[config.mk]
export PLATFORM = sky130hd
export DESIGN_NAME = mem_req_ctrl
export DESIGN_NICKNAME = d
export VERILOG_FILES = /design/src/rtl/mem_ctrl_pkg.sv /design/src/rtl/mem_req_ctrl.sv
export SDC_FILE = /design/constraint.sdc
export NUM_CORES = 1
export LEC_CHECK = 0
export CAP_MARGIN = 10
export CORE_MARGIN = 5
export CORE_UTILIZATION = 39
export CTS_CLUSTER_SIZE = 8
export DETAILED_ROUTE_END_ITERATION = 10
export PLACE_DENSITY_LB_ADDON = 0.05
export SYNTH_ARGS = -nofsm -noshare
export SYNTH_HDL_FRONTEND = slang
export SYNTH_SLANG_ARGS = --single-unit
[constraint.sdc]
create_clock -name clk -period 1.4 [get_ports clk]
set_input_delay 0.21 -clock clk [delete_from_list [all_inputs] [get_ports clk]]
set_output_delay 0.21 -clock clk [all_outputs]
set_load 0.03 [all_outputs]
[src/rtl/mem_ctrl_pkg.sv]
// ---------------------------------------------------------------------------
// mem_ctrl_pkg
// Shared types and default widths for mem_req_ctrl, the initiator-side
// controller for the synchronous single-port Mem RAM.
//   mem_ctrl_state_t : controller FSM state encoding
//   MEM_*_WIDTH      : default address / data / burst-length widths
// ---------------------------------------------------------------------------
package mem_ctrl_pkg;

    localparam int MEM_ADDR_WIDTH = 5;
    localparam int MEM_DATA_WIDTH = 4;
    localparam int MEM_LEN_WIDTH  = 2;

    typedef enum logic [1:0] {
        IDLE = 2'd0,
        CMD  = 2'd1,
        WAIT = 2'd2,
        RESP = 2'd3
    } mem_ctrl_state_t;

endpackage

[src/rtl/mem_req_ctrl.sv]
// ---------------------------------------------------------------------------
// mem_req_ctrl
// Converts a valid/ready request channel into timed port activity on the
// synchronous single-port Mem RAM and returns read data on a valid/ready
// response channel, absorbing the RAM's one-cycle registered read latency.
//
// Optional feature: define MEM_BURST_EN to add i_req_len and incrementing,
// wrapping read bursts of i_req_len + 1 beats. Without it every read is a
// single beat and o_rsp_last is high whenever o_rsp_valid is high.
//
// Ports
//   clk, rst_n      : clock (rising edge), asynchronous active-low reset
//   i_req_valid     : request present          o_req_ready : request accepted
//   i_req_we        : 1 = write, 0 = read       i_req_addr  : start address
//   i_req_wdata     : write data                i_req_len   : beats - 1 (burst)
//   o_rsp_valid     : read data available       i_rsp_ready : client takes data
//   o_rsp_rdata     : read data                 o_rsp_last  : final beat
//   o_mem_we / o_mem_addr / o_mem_data_in : to Mem
//   i_mem_data_out  : from Mem, valid the cycle after the address
// ---------------------------------------------------------------------------
module mem_req_ctrl
    import mem_ctrl_pkg::*;
#(
`ifdef MEM_BURST_EN
    parameter int LEN_WIDTH  = MEM_LEN_WIDTH,
`endif
    parameter int ADDR_WIDTH = MEM_ADDR_WIDTH,
    parameter int DATA_WIDTH = MEM_DATA_WIDTH
) (
    input  logic                  clk,
    input  logic                  rst_n,
    input  logic                  i_req_valid,
    output logic                  o_req_ready,
    input  logic                  i_req_we,
    input  logic [ADDR_WIDTH-1:0] i_req_addr,
    input  logic [DATA_WIDTH-1:0] i_req_wdata,
`ifdef MEM_BURST_EN
    input  logic [LEN_WIDTH-1:0]  i_req_len,
`endif
    output logic                  o_rsp_valid,
    input  logic                  i_rsp_ready,
    output logic [DATA_WIDTH-1:0] o_rsp_rdata,
    output logic                  o_rsp_last,
    output logic                  o_mem_we,
    output logic [ADDR_WIDTH-1:0] o_mem_addr,
    output logic [DATA_WIDTH-1:0] o_mem_data_in,
    input  logic [DATA_WIDTH-1:0] i_mem_data_out
);

    mem_ctrl_state_t       r_state;
    mem_ctrl_state_t       w_state_next;
    logic                  w_accept;
    logic                  w_advance;
    logic                  w_more;
    logic                  w_we_next;
    logic                  w_last_next;

    logic                  r_we_q;
    logic [ADDR_WIDTH-1:0] r_addr_q;
    logic [DATA_WIDTH-1:0] r_wdata_q;
    logic [DATA_WIDTH-1:0] r_rdata_q;
    logic                  r_req_ready;
    logic                  r_rsp_valid;
    logic                  r_rsp_last;
    logic                  r_mem_we;

`ifdef MEM_BURST_EN
    logic [LEN_WIDTH-1:0]  r_beats_left;
    logic [LEN_WIDTH-1:0]  w_beats_next;

    // Beat counter: loaded on accept (writes never burst), stepped per beat.
    always_comb begin
        w_beats_next = r_beats_left;
        if (w_accept) begin
            w_beats_next = i_req_we ? {LEN_WIDTH{1'b0}} : i_req_len;
        end else if (w_advance) begin
            w_beats_next = r_beats_left - LEN_WIDTH'(1);
        end else begin
            w_beats_next = r_beats_left;
        end
    end

    assign w_more      = (r_beats_left != {LEN_WIDTH{1'b0}});
    assign w_last_next = (w_beats_next == {LEN_WIDTH{1'b0}});

    // Beat counter register.
    always_ff @(posedge clk or negedge rst_n) begin
        if (!rst_n) begin
            r_beats_left <= {LEN_WIDTH{1'b0}};
        end else begin
            r_beats_left <= w_beats_next;
        end
    end
`else
    assign w_more      = 1'b0;
    assign w_last_next = 1'b1;
`endif

    // Next-state logic; w_accept / w_advance qualify the datapath updates.
    always_comb begin
        w_state_next = r_state;
        w_accept     = 1'b0;
        w_advance    = 1'b0;
        case (r_state)
            IDLE: begin
                if (i_req_valid) begin
                    w_accept     = 1'b1;
                    w_state_next = CMD;
                end else begin
                    w_state_next = IDLE;
                end
            end
            CMD: begin
                if (r_we_q) begin
                    w_state_next = IDLE;
                end else begin
                    w_state_next = WAIT;
                end
            end
            WAIT: begin
                w_state_next = RESP;
            end
            RESP: begin
                if (i_rsp_ready && w_more) begin
                    w_advance    = 1'b1;
                    w_state_next = CMD;
                end else if (i_rsp_ready) begin
                    w_state_next = IDLE;
                end else begin
                    w_state_next = RESP;
                end
            end
            default: begin
                w_state_next = IDLE;
            end
        endcase
    end

    // Command direction for the upcoming CMD cycle (burst beats keep r_we_q = 0).
    assign w_we_next = w_accept ? i_req_we : r_we_q;

    // State register and registered handshake / strobe outputs, decoded from
    // the next state so they line up with the state they describe.
    always_ff @(posedge clk or negedge rst_n) begin
        if (!rst_n) begin
            r_state     <= IDLE;
            r_req_ready <= 1'b1;
            r_rsp_valid <= 1'b0;
            r_rsp_last  <= 1'b0;
            r_mem_we    <= 1'b0;
        end else begin
            r_state     <= w_state_next;
            r_req_ready <= (w_state_next == IDLE);
            r_rsp_valid <= (w_state_next == RESP);
            r_rsp_last  <= (w_state_next == RESP) && w_last_next;
            r_mem_we    <= (w_state_next == CMD) && w_we_next;
        end
    end

    // Request capture, burst address increment (wraps naturally) and read capture.
    always_ff @(posedge clk or negedge rst_n) begin
        if (!rst_n) begin
            r_we_q    <= 1'b0;
            r_addr_q  <= {ADDR_WIDTH{1'b0}};
            r_wdata_q <= {DATA_WIDTH{1'b0}};
            r_rdata_q <= {DATA_WIDTH{1'b0}};
        end else begin
            if (w_accept) begin
                r_we_q    <= i_req_we;
                r_addr_q  <= i_req_addr;
                r_wdata_q <= i_req_wdata;
            end else if (w_advance) begin
                r_addr_q  <= r_addr_q + ADDR_WIDTH'(1);
            end
            if (r_state == WAIT) begin
                r_rdata_q <= i_mem_data_out;
            end
        end
    end

    assign o_req_ready   = r_req_ready;
    assign o_rsp_valid   = r_rsp_valid;
    assign o_rsp_rdata   = r_rdata_q;
    assign o_rsp_last    = r_rsp_last;
    assign o_mem_we      = r_mem_we;
    assign o_mem_addr    = r_addr_q;
    assign o_mem_data_in = r_wdata_q;

endmodule

# After elaboration in Yosys (flattened, before gate mapping)
# Index checks and enable logic that the tools add are counted.
[word_totals] output_inout_bits=17 wordCells=24 ff_bits=19
[classes] n_mux=8 n_eq_ne=5 n_reduce_logical=3
[ops] cell="$pmux 2 s4" n=1
[ops] cell="$eq 2x2->1 const B" n=3
[ops] cell="$mux 5" n=1
[ops] cell="$eq 2x1->1 const B" n=2
[ops] cell="$logic_not 2->1" n=2
[ops] cell="$mux 1" n=4
[ops] cell="$mux 2" n=2
[ops] cell="$logic_and 1x1->1" n=1

# Logic depth before layout (Yosys ltp)
[logic_depth] depth_word=4 mapped_depth=3 ltp_nobuf=2

# Worst setup path after synthesis
# OpenSTA, ideal clock, no wires.
[synth_timing] kind="reg-to-reg" start="register r_state[0]" end="register r_addr_q[0], in the netlist o_mem_addr[0]" setup_slack_ps=145 t_required_ps=1275 t_arrival_ps=1130 path_stages_with_launch=4 path_cell_list="dfrtp_1 > nor3b_2 > buf_4 > mux2_2"
[synth_via] elab_chain_cells=2
[synth_lines] element="from (decl)" line_no="mem_req_ctrl.sv:50" source="mem_ctrl_state_t r_state;"
[synth_lines] element="from (signal assigned)" line_no="mem_req_ctrl.sv:152" source="r_state <= w_state_next;"
[synth_lines] element="$logic_not 2->1" line_no="mem_req_ctrl.sv:104" source="case (r_state)"
[synth_lines] element="$mux 1" line_no="mem_req_ctrl.sv:104"
[synth_lines] element="to (signal assigned)" line_no="mem_req_ctrl.sv:164" source="r_addr_q <= {ADDR_WIDTH{1'b0}};"
[synth_lines] element="to (signal assigned)" line_no="mem_req_ctrl.sv:170" source="r_addr_q <= i_req_addr;"
[synth_lines] element="to (signal assigned)" line_no="mem_req_ctrl.sv:173" source="r_addr_q <= r_addr_q + ADDR_WIDTH'(1);"
[synth_lines] element="to (decl)" line_no="mem_req_ctrl.sv:59" source="logic [ADDR_WIDTH-1:0] r_addr_q;"
# Every way passes these cells.
# A chain may end at the register's enable or synchronous reset.

# Final worst setup path
[layout_timing] start="register r_req_ready, in the netlist o_req_ready" end="output port o_req_ready"
[layout_lines] element="from (decl)" line_no="mem_req_ctrl.sv:62" source="logic r_req_ready;"
[layout_lines] element="from (signal assigned)" line_no="mem_req_ctrl.sv:153" source="r_req_ready <= (w_state_next == IDLE);"
[layout_lines] element="to (decl)" line_no="mem_req_ctrl.sv:33" source="output logic o_req_ready,"
# No word-level cell between the ends.

==> metrics <==
Relative slew margins=roughly four fifths; cell area power density=~2300 nW/µm²; CP Data Arrival Time=approximately 1.1 ns; worst path cell trace=clkdlybuf4s15_2; fmax=between 0.7 and 0.8 GHz; compound-cell area share of the yosys netlist=3.07%; yosys warns=0; first-pass GRT wire length=~2.5 mm; routed vias/inst=between 4 and 5; GRT Total Usage=approximately an eighth; cells resized by post-CTS repair=19; Seq cells post-synth=19; DR pass1 iterations=2; crit path max fanout=1; area growth from synthesis to layout=53.9%; XOR/XNOR Fraction of Synth Area=0%; post-layout util=between 60 and 70%; maximum clock insertion buffer count=2; commonest non-fill, non-tap cell in the layout=dfrtp_1; top cell type's share of synthesized area=roughly three fifths; critical path type=flop to primary output; worst path bufs/invs=1; initial core utilization=around two fifths; Synth cell types=12; die area=approximately 2800 µm²; required time of the critical path=between 1 and 1.5 ns; Final setup viols=0; Post-Synth Simple-Gate Area=between 4 and 5%; Routed Antenna Nets=0; layout cells sized above 1=33.7%; die height=between 50 and 60 µm; # nets final=about 110; Synth Area in Adders=0%; later-pin clock latency in the skew report=around 0.3 ns; DIE WIDTH=~53 µm; Worst-Margin Slew=0.319 ns; DP Wirelength=around 1.2 mm; CTS tree=done; ranking of synthesized cells by area=dfrtp_1 (61%), mux2_2 (25%), dfstp_2 (3.6%); Hold WC Path Type=primary input to async pin; RSZ-0062 raised after global routing=false; critical path's slowest cell=dfstp_2; Antenna diodes=0; clock buffer count from CTS=3; Max-Cap Viols=0; Worst Setup End Kind=primary output; Slew Viols, Final=0; antenna violations before repair=0; multiplexer share of the synthesized area=approximately a quarter; vias in the first global route=about 580; H-Tree Level Count=1; Seq/Total Area, Yosys=~65%; post-layout instance area=~1100 µm²; Routability Congestion=0.717; maximum VDD drop=1.19 mV; largest family of logic cells by synthesized area=multiplexers; post-synth top area cell=dfrtp_1; GRT Residual Overflow=0; P_leak=approximately 0.52 nW; Clock Skews=roughly 0.014 ns; # hold bufs at CTS=0; startpoint types=flop; IO buf count=34; Post-Route WL=approximately 1.5 mm; core region area=approximately 1800 µm²; Num Clock Sinks=19; Tmin final=roughly 1.3 ns; number of standard cells after synthesis=46; CTS Root Cell=clkbuf_4; DR DRC count=0; DRC marker count from the first detailed-route iteration=2; Vias=slightly above 500; Post CTS Setup Buffer Count=0; IO Pins=35; Post-DP Area=roughly 1100 µm²; Final Hold Fails=0; syn_area_per_cell=approximately 16 µm²; Routed WL per cell=about 14 µm; most frequent cells in the layout=dfrtp_1 (18), clkdlybuf4s50_1 (17), mux2_2 (16), dlygate4sd2_1 (16), buf_4 (4); Mapped Nets=64; largest net degree at the start of global routing=20; outcome=finished, final reports clean; hold slack=roughly 0.23 ns; Core Rows=15; Post-Syn Area=733 µm²; Final period util=about 94%; Crit path largest cell delay=roughly 0.53 ns; Worst-path clk slew=between 0.1 and 0.15 ns; Top delay family on crit path=flip-flops
==> metal layers <==
metal	track usage [%]	up-vias	wire, µm
li1	-	239	-
met1	13.1	256	598
met2	21.0	22	775
met3	4.79	0	140
met4	6.38	0	0
met5	0	-	0
==> cell families (layout without fill, tap and decap cells) <==
| group | Yosys count | in the layout |
|---|---|---|
| compound gates | 3 | 3 |
| mux | 16 | 16 |
| flops | 19 | 19 |
| simple gates | 4 | 4 |
| buf+inv | 4 | 44 |
==> layout make-up <==
class                           count  area, µm²
Tap cell                           25       31.3
Sequential cell                    19        477
Inverter                            2       7.51
Multi-Input combinational cell     23        234
Clock inverter                      1       5.00
Fill cell                         149        636
Clock buffer                        3       22.5
Timing Repair Buffer               38        352
==> state kept, by name, summed over array words and instances (netlist names) <==
register / count
r_we_q: 1
o_mem_data_in: 4
o_req_ready: 1
o_mem_addr: 5
r_state: 2
o_mem_we: 1
o_rsp_rdata: 4
o_rsp_last: 1
==> power by group <==
group / switching, mW / internal (mW) / leakage, nW
logic: 0.794 / 0.619 / 0.272
registers: 0.123 / 0.829 / 0.226
clock network: 0.165 / 0.106 / 0.0177
total: 1.08 / 1.55 / 0.516
==> cells in the mapped netlist (all sizes together) <==
library cell,number
a21boi,1
a31o,1
and2,1
and2b,1
buf,2
dfrtp,18
dfstp,1
inv,2
mux2,16
nor2,1
nor3b,1
o22ai,1
==> through the flow <==
step	total power [mW]	worst slack (ns)	cells	TNS (ns)
3_3_place_gp	2.54	-0.110	107	-1.08
2_1_floorplan	1.91	0.145	46	0
3_5_place_dp	2.57	-0.121	107	-1.07
4_1_cts	2.68	0.0608	111	0
6_report	2.64	0.0788	111	0
5_1_grt	2.80	0.0331	111	0
==> path summary, 6_finish.rpt <==
check                                from             end  slack [ns]  cells past startpoint
setup / recovery              o_req_ready     o_req_ready        0.08                      1
hold / removal                      rst_n      r_state[1]        0.23                      2
setup reg to reg               r_state[0]  o_rsp_rdata[2]        0.13                      3
hold reg to reg            o_rsp_rdata[2]  o_rsp_rdata[2]        0.51                      1
max in group asynchronous           rst_n     o_req_ready        0.91                      2
min in group clk                 i_req_we        o_mem_we        0.50                      2
Note: power is estimated with default switching activity, not from simulation.
==> variant, RTL diff (config.mk and constraints unchanged) <==
The option `MEM_BURST_EN` is turned on by a define.
--- a/src/rtl/mem_req_ctrl.sv
+++ b/src/rtl/mem_req_ctrl.sv
@@ -18,6 +18,8 @@
 //   o_mem_we / o_mem_addr / o_mem_data_in : to Mem
 //   i_mem_data_out  : from Mem, valid the cycle after the address
 // ---------------------------------------------------------------------------
+`define MEM_BURST_EN
+
 module mem_req_ctrl
     import mem_ctrl_pkg::*;
 #(
Ports: changed (added i_req_len); port bits go from 35 to 37. No check against the original RTL was run, so the function may have changed too.
==> variant against the unedited design <==
  * The flow now finishes with violations (setup timing)
  * Area after synthesis grew 37%
  * Clock power up 10%
  * Synthesized cell count grew 110%
  * Routed wire length increased by 51%
  * Global-route usage increased by 0.99 points
  * Final area up 33%
  * Power is 22% higher
  * Clock skew down 0.0065 ns
  * Setup slack worse by 0.14 ns
  * Sequential cell count up 3
  * Largest power group unchanged
==> variant: results (changes against the unedited design) <==
DP HPWL 1.707 mm (+45%); final hold slack 0.2436 ns (+0.01058 ns); failing checks setup timing; Reg area 551.8 um^2 (+16%); Fillers 242 (+62%); first-pass GRT wire length 3.615 mm (+47%); most numerous cell in the Yosys netlist nand2_1; gpl congestion 0.7129 (-0.63%); pin count of the biggest net entering global routing 23 (+15%); Iteration-0 DRC Markers 7 (+5); Lkg Pwr 0.7125 nW (+38%); Reg2Reg Setup Slack -0.06 ns (-0.19 ns); drt first pass iters 4 (+2); gr usage total 13.36% (+0.99 points); Final setup viols 4 (+4); via count 834 (+61%); Setup TNS -0.09882 ns (-0.09882 ns); Max VDD drop 1.327 mV (+11%); CP delay by family, top simple AND/OR/NAND/NOR gates; final worst slack -0.06062 ns (-0.1394 ns); worst-path fanout max 6 (+5); placed instance area 0.001450 mm^2 (+29%); vias in the first global route 847 (+47%); vias per std cell 4.766 (+2.3%); CP max stage cell dfrtp_1; relative slew slack 74.64% (-4.2 points); met2 GRT Util 23.82% (+2.8 points); status finished with violations; Worst EP arrival 1.66 ns (+0.55 ns); FF-to-FF path depth 5 (+2); post-place setup slack -0.1322 ns (-0.01137 ns); register area share after synthesis 54.85% (-10 points); Area contributors post-synth dfrtp_1 52%, nand2_1 8.6%, mux2_2 4.5%; GR Util met3 2.979% (-1.8 points); DRT Wirelength 2.292 mm (+51%); met1 Use GR 15.33% (+2.3 points); synth cell count leaders 23 x nand2_1, 21 x dfrtp_1, 7 x nor2_1; nets 168 (+60%)
==> variant: cell count changes after synthesis, moves of 2 or more <==
| cell | unedited run | this run |
|---|---|---|
| nand2_1 | 0 | 23 |
| mux2_2 | 16 | 4 |
| nor2_1 | 1 | 7 |
| a21oi_1 | 0 | 5 |
| o21ai_0 | 0 | 4 |
| dfrtp_1 | 18 | 21 |
| xor2_1 | 0 | 3 |
| a31oi_1 | 0 | 2 |
| buf_6 | 0 | 2 |
| ha_1 | 0 | 2 |
| inv_1 | 2 | 4 |
| nand4_1 | 0 | 2 |
| or2_2 | 0 | 2 |
==> variant: logic make-up (layout without fill, tap and decap cells) <==
| family | count (synthesis) | count (layout) | synth area share, % |
|---|---|---|---|
| compound gates | 14 | 14 | 8.582 |
| xor+xnor | 4 | 4 | 3.483 |
| mux | 4 | 4 | 4.477 |
| fa+ha+maj | 2 | 2 | 2.487 |
| buf+inv | 9 | 58 | 6.342 |
| simple gates | 41 | 41 | 19.78 |
| flops | 22 | 22 | 54.85 |
==> variant: final cells by class <==
class	instances	share of cell area (%)
clock buffers	4	1.753
inverters	4	1.002
well taps	30	2.504
flip-flops and latches	22	36.81
repair buffers	50	30.47
multi-input cells	65	27.46
==> variant: timing repair <==
action	CTS	global route
resized for setup	18	7
setup endpoints to repair	22	9
cloned	0	0
pin swaps	1	5
buffers inserted	2	1
==> variant: where the power goes <==
| group | switching, mW | internal [mW] |
|---|---|---|
| Clock | 0.187 | 0.111 |
| Sequential | 0.180 | 0.935 |
| Combinational | 1.02 | 0.782 |
==> variant: per-layer routing <==
| metal | up-vias | wire length (um) |
|---|---|---|
| li1 | 416 | - |
| met4 | 0 | 16 |
| met2 | 24 | 1146 |
| met3 | 2 | 208 |
| met1 | 392 | 921 |
| met5 | - | 0 |
